File: src/rtl/seq_det_ctrl.sv
// seq_det_ctrl: frame-level controller for serial pattern detection.
// Accepts parallel words over valid/ready, serialises them MSB-first, runs a
// programmable pattern matcher (pattern, length, overlap mode) on the stream,
// counts matches per frame and reports busy/done.
module seq_det_ctrl #(
  parameter int W  = 8,
  parameter int PW = 8,
  parameter int CW = 8
) (
  input  logic                      clk,
  input  logic                      rst,
  input  logic                      cfg_we,
  input  logic [PW-1:0]             cfg_pattern,
  input  logic [$clog2(PW+1)-1:0]   cfg_len,
  input  logic                      cfg_overlap,
  input  logic                      start,
  input  logic [7:0]                frame_words,
  input  logic                      in_valid,
  input  logic [W-1:0]              in_data,
  output logic                      in_ready,
  output logic                      bit_out,
  output logic                      bit_valid,
  output logic                      match,
  output logic [CW-1:0]             match_count,
  output logic                      busy,
  output logic                      done
);

  localparam int LW = $clog2(PW + 1);
  localparam int BW = (W > 1) ? $clog2(W) : 1;

  // Power-on configuration: detect ...1010, length 4, overlapping matches
  localparam logic [PW-1:0] PAT_RST = PW'(4'b1010);
  localparam logic [LW-1:0] LEN_RST = LW'(4);
  localparam logic [LW-1:0] LEN_MAX = LW'(PW);

  typedef enum logic [1:0] {
    IDLE  = 2'd0,
    LOAD  = 2'd1,
    SHIFT = 2'd2,
    DONE  = 2'd3
  } state_t;

  state_t          state_q, state_d;

  logic [PW-1:0]   pat_q, pat_d;
  logic [LW-1:0]   len_q, len_d;
  logic            ovl_q, ovl_d;

  logic [7:0]      words_left_q, words_left_d;
  logic [W-1:0]    shift_q, shift_d;
  logic [BW-1:0]   bit_idx_q, bit_idx_d;

  // History holds the PW-1 bits preceding the current one; bit 0 is the newest
  logic [PW-2:0]   hist_q, hist_d;
  logic [LW-1:0]   seen_q, seen_d;
  logic [CW-1:0]   count_q, count_d;

  logic [PW-1:0]   cand;
  logic [PW-1:0]   len_mask;
  logic [LW:0]     seen_inc;
  logic            last_bit;

  // State register; reset drops any frame in progress straight back to IDLE
  always_ff @(posedge clk or negedge rst) begin
    if (!rst) begin
      state_q <= IDLE;
    end else begin
      state_q <= state_d;
    end
  end

  // Next-state logic for the frame sequencer
  always_comb begin
    state_d = state_q;
    case (state_q)
      IDLE: begin
        if (start) begin
          state_d = (frame_words != 8'd0) ? LOAD : DONE;
        end
      end
      LOAD: begin
        if (in_valid) begin
          state_d = SHIFT;
        end
      end
      SHIFT: begin
        if (last_bit) begin
          state_d = (words_left_q == 8'd1) ? DONE : LOAD;
        end
      end
      DONE: begin
        state_d = IDLE;
      end
      default: begin
        state_d = IDLE;
      end
    endcase
  end

  // Moore outputs decoded from the current state; bit_out is forced low when idle
  always_comb begin
    in_ready    = (state_q == LOAD);
    bit_valid   = (state_q == SHIFT);
    bit_out     = (state_q == SHIFT) & shift_q[W-1];
    busy        = (state_q != IDLE);
    done        = (state_q == DONE);
    match_count = count_q;
  end

  // Matcher: compare the low len bits of {history, current bit} against the pattern
  always_comb begin
    cand     = {hist_q, bit_out};
    seen_inc = {1'b0, seen_q} + (LW + 1)'(1);
    len_mask = '0;
    for (int i = 0; i < PW; i++) begin
      len_mask[i] = (i < int'(len_q));
    end
    last_bit = (bit_idx_q == '0);
    match    = bit_valid
             && (len_q != '0)
             && (seen_inc >= {1'b0, len_q})
             && (((cand ^ pat_q) & len_mask) == '0);
  end

  // Datapath next values: config capture, word loading, shifting, history and counting
  always_comb begin
    pat_d        = pat_q;
    len_d        = len_q;
    ovl_d        = ovl_q;
    words_left_d = words_left_q;
    shift_d      = shift_q;
    bit_idx_d    = bit_idx_q;
    hist_d       = hist_q;
    seen_d       = seen_q;
    count_d      = count_q;

    case (state_q)
      IDLE: begin
        // Config written alongside start is already in effect for that frame
        if (cfg_we) begin
          pat_d = cfg_pattern;
          len_d = (cfg_len > LEN_MAX) ? LEN_MAX : cfg_len;
          ovl_d = cfg_overlap;
        end
        if (start) begin
          count_d = '0;
          if (frame_words != 8'd0) begin
            words_left_d = frame_words;
            hist_d       = '0;
            seen_d       = '0;
          end
        end
      end
      LOAD: begin
        if (in_valid) begin
          shift_d   = in_data;
          bit_idx_d = BW'(W - 1);
        end
      end
      SHIFT: begin
        shift_d   = {shift_q[W-2:0], 1'b0};
        bit_idx_d = bit_idx_q - BW'(1);
        if (last_bit) begin
          words_left_d = words_left_q - 8'd1;
        end
      end
      default: begin
      end
    endcase

    // History carries across word boundaries; only a new frame clears it
    if (bit_valid) begin
      hist_d = cand[PW-2:0];
      seen_d = (seen_q >= LEN_MAX) ? seen_q : seen_inc[LW-1:0];
      if (match && !ovl_q) begin
        seen_d = '0;
      end
    end

    // Count lands the cycle after the match and sticks at all-ones
    if (match && (count_q != {CW{1'b1}})) begin
      count_d = count_q + CW'(1);
    end
  end

  // Datapath registers with reset-time default configuration
  always_ff @(posedge clk or negedge rst) begin
    if (!rst) begin
      pat_q        <= PAT_RST;
      len_q        <= LEN_RST;
      ovl_q        <= 1'b1;
      words_left_q <= '0;
      shift_q      <= '0;
      bit_idx_q    <= '0;
      hist_q       <= '0;
      seen_q       <= '0;
      count_q      <= '0;
    end else begin
      pat_q        <= pat_d;
      len_q        <= len_d;
      ovl_q        <= ovl_d;
      words_left_q <= words_left_d;
      shift_q      <= shift_d;
      bit_idx_q    <= bit_idx_d;
      hist_q       <= hist_d;
      seen_q       <= seen_d;
      count_q      <= count_d;
    end
  end

endmodule

File: config.mk
export PLATFORM = sky130hd
export DESIGN_NAME = seq_det_ctrl
export DESIGN_NICKNAME = d
export VERILOG_FILES = /design/src/rtl/seq_det_ctrl.sv
export SDC_FILE = /design/constraint.sdc
export NUM_CORES = 1
export LEC_CHECK = 0
export ABC_AREA = 1
export CELL_PAD_IN_SITES_DETAIL_PLACEMENT = 0
export CELL_PAD_IN_SITES_GLOBAL_PLACEMENT = 1
export CORE_MARGIN = 2
export CORE_UTILIZATION = 36
export DETAILED_ROUTE_END_ITERATION = 7
export PLACE_DENSITY = 0.87
export SYNTH_ARGS = -nofsm -noshare
export SYNTH_HDL_FRONTEND = slang
export SYNTH_SLANG_ARGS = --single-unit
File: constraint.sdc
create_clock -name clk -period 2.1 [get_ports clk]
set_input_delay 0.42 -clock clk [delete_from_list [all_inputs] [get_ports clk]]
set_output_delay 0.42 -clock clk [all_outputs]
set_load 0.005 [all_outputs]
Word level (Yosys, flattened, before mapping)

Cells that the tools add are included.

Flip-flop bits (word level): 53
Latch bits: 0
Memory bits (writable): 0
Bits in read-only memories: 0
Input bits: 34
Output and inout port bits: 14
Word-level logic and storage cells: 91
Memories: 0

Add/sub/neg operators: 4
Multiply operators: 0
Divide/modulo/power cells: 0
Magnitude comparators: 11
Eq/ne operators: 10
Shifts and indexed selects: 0
Multiplexer cells: 28
Bitwise gates (word level): 3
Reduce and logical (&&, ||, !) cells: 25

Operators with widths:

| cell                                                                | count |
|---|---|
| 8-bit 2-to-1 mux                                                    | 7 |
| 8-bit one-hot mux with 2 select lines                               | 2 |
| 4-bit 2-to-1 mux                                                    | 7 |
| 7-bit 2-to-1 mux                                                    | 4 |
| 3-bit by 4-bit < comparator with 1-bit output, first input constant | 4 |
| 2-bit nonzero test                                                  | 7 |
| 2-bit 2-to-1 mux                                                    | 5 |
| 8-bit by 1-bit adder with 8-bit output, second input constant       | 1 |
| 8-bit bitwise AND                                                   | 1 |
| 8-bit by 1-bit == test with 1-bit output, second input constant     | 1 |
| 8-bit logical NOT                                                   | 1 |
| 1-bit by 4-bit < comparator with 1-bit output, first input constant | 2 |
| 2-bit by 4-bit < comparator with 1-bit output, first input constant | 2 |
| 8-bit inequality test, second input constant                        | 1 |
| 2-bit one-hot mux with 4 select lines                               | 1 |
| 4-bit AND reduction                                                 | 2 |
| 8-bit nonzero test                                                  | 1 |
| 8-bit by 1-bit subtractor with 8-bit output, second input constant  | 1 |
| 8-bit bitwise XOR                                                   | 1 |
| 2-bit inequality test, second input constant                        | 3 |
| 3-bit one-hot mux with 2 select lines                               | 1 |
| 2-bit AND reduction                                                 | 3 |
| 3-bit AND reduction                                                 | 2 |
| 4-bit by 1-bit adder with 5-bit output, second input constant       | 1 |
| 15 further kinds                                                    | 20 |

Longest topological paths before layout

Gate-level depths: netlist of run 1.

Word-level depth: 9
Mapped depth: 13
Depth with buffers taken out: 13

Worst setup path after synthesis of run 1

OpenSTA, ideal clock, no wires.

Kind: register to output
Start point: reg seen_q[0]
End point: out match
Arrival: 1.660 ns
Data required time: 1.680 ns
Slack: 0.020 ns
Stages on the path, launching flop included: 9
Path buffers: 0
Cell sequence: dfrtp_1 ha_1 xor2_1 ha_1 nand2_1 nand2_1 nand3_1 nand4_1 and3_2

Cells in the longest elaborated chain, start to end: 4

Ends and longest elaborated chain:

| element                                                      | line | text |
|---|---|---|
| start: declaration                                           | 56   | `logic [LW-1:0] seen_q, seen_d;` |
| start signal: assignment                                     | 207  | `seen_q <= seen_d;` |
| 4-bit by 1-bit adder with 5-bit output                       | 114  | `seen_inc = {1'b0, seen_q} + (LW + 1)'(1);` |
| 5-bit by 4-bit greater-or-equal comparator with 1-bit output | 122  | `&& (seen_inc >= {1'b0, len_q})` |
| 1-bit logical AND                                            | 122  |  |
| 1-bit logical AND                                            | 123  | `&& (((cand ^ pat_q) & len_mask) == '0);` |
| end: declaration                                             | 23   | `output logic match,` |

No other way between the ends.

Final worst setup path of run 1

Ends and elaborated chain as after synthesis.

==> results of run 1 <==
-- synthesized netlist by cell type --
cell type	instances
nand2_1	98
inv_1	61
dfrtp_1	49
o21ai_0	33
nor2_1	22
nand3_1	19
ha_1	11
a21oi_1	10
o22ai_1	8
nand4_1	7
o211ai_1	7
xor2_1	7
o21ai_1	5
dfstp_2	4
o21ai_2	4
a22oi_1	3
clkbuf_1	3
inv_2	3
nor3_1	3
a22o_1	2
buf_1	2
nand3_2	2
nand4_2	2
nor2_2	2
xnor2_1	2
a31oi_1	1
and3_2	1
buf_2	1
buf_4	1
buf_6	1
clkinv_1	1
nand2_2	1
nand2_4	1
nor3_4	1
nor3b_2	1
o311ai_0	1
or2_4	1
-- state kept, by name (all words and copies together), names as in the netlist --
| signal | cells |
|---|---|
| bit_idx_q | 3 |
| words_left_q | 8 |
| len_q | 4 |
| pat_q | 8 |
| hist_q | 7 |
| shift_q | 8 |
| state_q | 2 |
| seen_q | 4 |
| ovl_q | 1 |
| match_count | 8 |
-- power groups by stage --
stage	logic [uW]	clock network, uW	registers [uW]
6_report	2410	577	1640
5_1_grt	2740	640	1690
4_1_cts	2310	592	1620
3_5_place_dp	2200	0	1640
3_3_place_gp	2150	0	1620
2_1_floorplan	1420	0	1590
-- kinds of logic (layout without fill, tap and decap cells) --
group,count (synthesis),count (layout),synth area share
adders and majority gates,11,11,0.0460
and+or+nand+nor,161,161,0.242
buffers and inverters,73,154,0.0958
AOI/OAI and AO/OA,74,74,0.145
xor gates and xnor gates,9,9,0.0264
DFF,53,53,0.445
-- routing by layer --
metal  share of wire  GRT usage
met5               0          0
met4           0.014     0.0459
met3           0.029     0.0277
met2            0.50      0.293
met1            0.46      0.215
-- metrics by stage --
step	hold slack [ns]	utilization	total power (uW)	setup WS, ns	setup TNS [ns]
final	0.115	0.503	4630	-0.425	-0.885
after global placement	0.469	0.464	3770	-0.436	-0.436
after detailed placement	0.482	0.464	3840	-0.464	-0.532
after CTS	0.137	0.490	4530	-0.408	-0.665
after floorplan	0.124	-	3010	0.0196	0
after global routing	0.142	0.503	5070	-0.550	-2.55
-- critical path, stage by stage (launching register included) --
cell and delay (ns):
dfrtp_2 0.46, ha_4 0.18, xor2_2 0.18, ha_1 0.31, nand2_1 0.09, inv_1 0.05, nand4_1 0.08, nand4_1 0.12
and3_4 0.21, buf_6 0.11
-- timing repair --
item                       4_1_cts  5_1_grt
setup endpoints to repair       15       16
pin swaps                       13        9
resized for setup               24       23
gates cloned                     1        0
buffers inserted                 1        3
-- path summary, 6_finish.rpt --
kind | to | slack (ns) | cells past startpoint
worst max-delay path | match | -0.42 | 9
worst min-delay path | hist_q[6] | 0.12 | 1
worst max register to register | match_count[3] | -0.06 | 12
worst min register to register | pat_q[2] | 0.52 | 2
max in group asynchronous | state_q[1] | 1.29 | 2
min in group clk | pat_q[2] | 0.52 | 2
-- layout make-up --
type                    count  area share
inverters                  65      0.0596
flip-flops and latches     53       0.326
multi-input cells         255       0.371
clock buffers               7      0.0186
clock inverters             1     0.00183
repair buffers             81       0.191
well taps                 105      0.0321
==> flow_metrics.tcl, run 1 <==
set metrics [dict create \
    max_cap_violations 0 \
    drt_iter0_drc 176 \
    failed_checks "setup timing" \
    clk_pin_slew_ns 0.10 \
    core_area_sq_mm 0.00813 \
    place_hpwl_mm 5.10 \
    yosysTopAreaCell "dfrtp_1" \
    worst-setup-path-type "reg -> out" \
    hold_buffers 0 \
    routed_wl_mm 7.19 \
    cts_inserted_buffers 5 \
    worstPathArrival_ns 2.10 \
    register_area_sq_mm 0.00134 \
    grt_setup_unrepaired "yes" \
    synthCells 381 \
    grt_max_degree 28 \
    clkPwrFrac 0.125 \
    end_kind "output port" \
    mappedNetlistArea_sq_mm 0.00299 \
    vias 2752 \
    die_y_um 95.2 \
    yosysWarningCount 0 \
    worstPathRequired_ns 1.68 \
    cts_tree "done" \
    die_x_um 95.2 \
    final_area_sq_mm 0.00410 \
    grt_pass1_wl_mm 12.0 \
    final_common_cell "nand2_1" \
    p_int_uw 2660 \
    overflow 0 \
    startpoint "seen_q[0]" \
    final_cell_mix "90 x nand2_1, 61 x inv_1, 46 x dfrtp_1" \
    grt_pass1_vias 2686 \
    floorplan.die_area_sq_mm 0.00906 \
    diodes 0 \
    post-route-min-period_ns 2.52 \
    finalSetupViolations 13 \
    ant_nets 0 \
    power.switching_uw 1960 \
    ios 48 \
    dpl_cell_area_sq_mm 0.00378 \
    cts-root-buf "clkbuf_8" \
    htree_levels 2 \
    timing.final.ws_setup_ns -0.425 \
    power_leakage_uw 0.00189 \
    min_path_type "in -> async" \
    final_cells 567 \
    cts_num_sinks 53 \
    ys_types 37 \
    relSlewSlack 0.591 \
    drc 0 \
    netlist.area_leader.share 0.410 \
    synth_nets 426 \
    nets 506 \
    critPathMaxFanout 4 \
    routabilityCongestion 0.811 \
    pwr-share-comb 0.521 \
    wire_per_inst_um 12.7 \
    num_rows 33 \
    clockBufferDepth 2 \
    synth_area_per_cell_sq_um 7.85 \
    startpoint_type "flop" \
    io_buffers 47 \
    clkLatencyLatePin_ns 0.31 \
    grt.total_usage 0.168 \
    yosysSeqAreaShare 0.445 \
    p_per_area_mw_per_mm2 1130 \
    p_seq_frac 0.354 \
    clock_skew_ns 0.00868 \
    initial_core_util 0.368 \
    max_freq_ghz 0.396 \
    antenna_found_initial 0 \
    status "complete, but fails checks" \
    ir_drop_v 0.000576 \
    worstMarginPinSlew_ns 0.614 \
    area_growth_pct 36.9 \
    synth_area_leaders "dfrtp_1 41%, nand2_1 12%, inv_1 7.7%" \
    multiInputGateArea_sq_mm 0.00152 \
    hold_viol_final 0 \
    fin_crit_sh 1.20 \
    n_fill_cell 771 \
    ys_ff_latch 53 \
    dp_cells 554 \
    vias_per_cell 4.85 \
    sw_frac_of_total 0.425 \
    slew_violations 0 \
    dr.pass1.iters 4 \
    drive_gt1_frac 0.197 \
    worstReg2RegStart "seen_q[0]" \
]
No activity file was read; power rests on OpenSTA's default activity.
==> run 2: changes to the inputs <==
- CORE_UTILIZATION: 36 -> 39
- PLACE_DENSITY: 0.87 -> 0.89
- clock period: 2.1 -> 2.72 ns (I/O delays scaled with it)
==> flow_metrics.tcl, run 2 (synthesis gave the netlist of run 1 again) <==
set metrics [dict create \
    drt_iter0_drc 111 \
    grt_most_used_layer "met2" \
    die_y_um 91.6 \
    final_cell_mix "98 x nand2_1, 59 x inv_1, 46 x dfrtp_1" \
    clk_pin_slew_ns 0.11 \
    p_per_area_mw_per_mm2 903 \
    ant_nets 0 \
    floorplan.die_area_sq_mm 0.00839 \
    vias_per_cell 4.82 \
    nets 482 \
    wire_per_inst_um 12.3 \
    hold_viol_final 0 \
    slew_violations 0 \
    startpoint_type "flop" \
    end_kind "output port" \
    r2r_cells 12 \
    vias 2590 \
    dp_cells 525 \
    area_growth_pct 27.5 \
    grt_pass1_wl_mm 11.5 \
    power_leakage_uw 0.00174 \
    critPathMaxFanout 5 \
    htree_levels 2 \
    post-route-min-period_ns 2.65 \
    routabilityCongestion 0.832 \
    r2r_end "match_count[4]" \
    ios 48 \
    dpl_worst_slack_ns -0.0175 \
    final_cells 537 \
    clockBufferDepth 2 \
    hold_buffers 0 \
    timing.final.ws_setup_ns 0.0695 \
    clock_skew_ns 0.0119 \
    gr-usage-met1 0.218 \
    r2r_slack_ns 0.38 \
    drc 0 \
    initial_core_util 0.408 \
    worstPathRequired_ns 2.18 \
    diodes 0 \
    status "finished clean" \
    cts-root-buf "clkbuf_8" \
    num_rows 31 \
    met2_usage 0.285 \
    max_freq_ghz 0.377 \
    worst-setup-path-type "reg -> out" \
    fin_crit_sh 0.974 \
    die_x_um 91.6 \
    ir_drop_v 0.000428 \
    overflow 0 \
    clkLatencyLatePin_ns 0.32 \
    worstMarginPinSlew_ns 0.456 \
    core_area_sq_mm 0.00733 \
    cp-endpoint "match" \
    io_buffers 47 \
    cts_tree "done" \
    cts_num_sinks 53 \
    relSlewSlack 0.694 \
    min_path_type "in -> async" \
    max_cap_violations 0 \
    cts_inserted_buffers 5 \
    grt_pass1_vias 2595 \
    worstPathArrival_ns 2.11 \
    grt.total_usage 0.167 \
    startpoint "seen_q[0]" \
    drive_gt1_frac 0.126 \
    routed_wl_mm 6.59 \
    grt_use_met3 0.0257 \
    finalSetupViolations 0 \
    final_common_cell "nand2_1" \
    n_fill_cell 668 \
    place_hpwl_mm 4.79 \
    antenna_found_initial 0 \
    grt_max_degree 33 \
    dr.pass1.iters 4 \
    worstReg2RegStart "seen_q[0]" \
]
-- run 2: worst min path at each step --
stage | from | endpoint | slack [ns] | cells past startpoint
CTS | rst | words_left_q[6] | 0.22 | 2
detailed placement | pat_q[2] | pat_q[2] | 0.49 | 2
finish | rst | words_left_q[6] | 0.21 | 2
floorplan | rst | bit_idx_q[0] | 0.25 | 0
global placement | pat_q[2] | pat_q[2] | 0.48 | 2
global route | rst | words_left_q[5] | 0.24 | 2
-- run 2: area by class of cell --
class / count / area (sq um) / share of cell area
Clock buffer: 6 / 72.6 / 0.0190
Inverter: 65 / 244 / 0.0640
Multi-Input combinational cell: 255 / 1460 / 0.382
Sequential cell: 53 / 1340 / 0.350
Tap cell: 99 / 124 / 0.0325
Timing Repair Buffer: 57 / 542 / 0.142
Clock inverter: 2 / 38.8 / 0.0102
-- run 2: layer usage --
metal / wire length, um / up-vias
li1: - / 1342
met1: 3150 / 1189
met2: 3130 / 48
met3: 201 / 11
met4: 101 / 0
met5: 0 / -
-- run 2: stage by stage --
stage	hold slack (ns)	utilization	instance area [sq um]	total power, uW	TNS (ns)
floorplan	0.248	-	2990	2320	0
finish	0.212	0.520	3810	3440	0
global placement	0.485	0.489	3580	2740	0
detailed placement	0.485	0.489	3580	2790	-0.0175
global route	0.238	0.520	3810	3760	-0.00121
CTS	0.218	0.508	3720	3380	0
-- run 2: critical path: stages, from the launching register on --
cell and delay (ns):
dfrtp_2 0.47, ha_4 0.18, xor2_2 0.16, ha_4 0.28, nand2_1 0.05, inv_1 0.05, nand4_1 0.08, nand4_1 0.13
and3_4 0.20, clkdlybuf4s15_2 0.20
-- run 2: repair_timing --
action,4_1_cts,5_1_grt
setup endpoints to repair,1,1
gates resized for setup,6,12
cloned,0,0
hold endpoints to repair,0,0
pin swaps,5,2
buffers inserted,2,2
-- run 2: power by group --
group	leakage [uW]	internal [uW]	total, uW	switching (uW)
logic	0.00102	645	1610	962
registers	0.000663	1080	1280	198
clock network	0.0000554	277	557	280
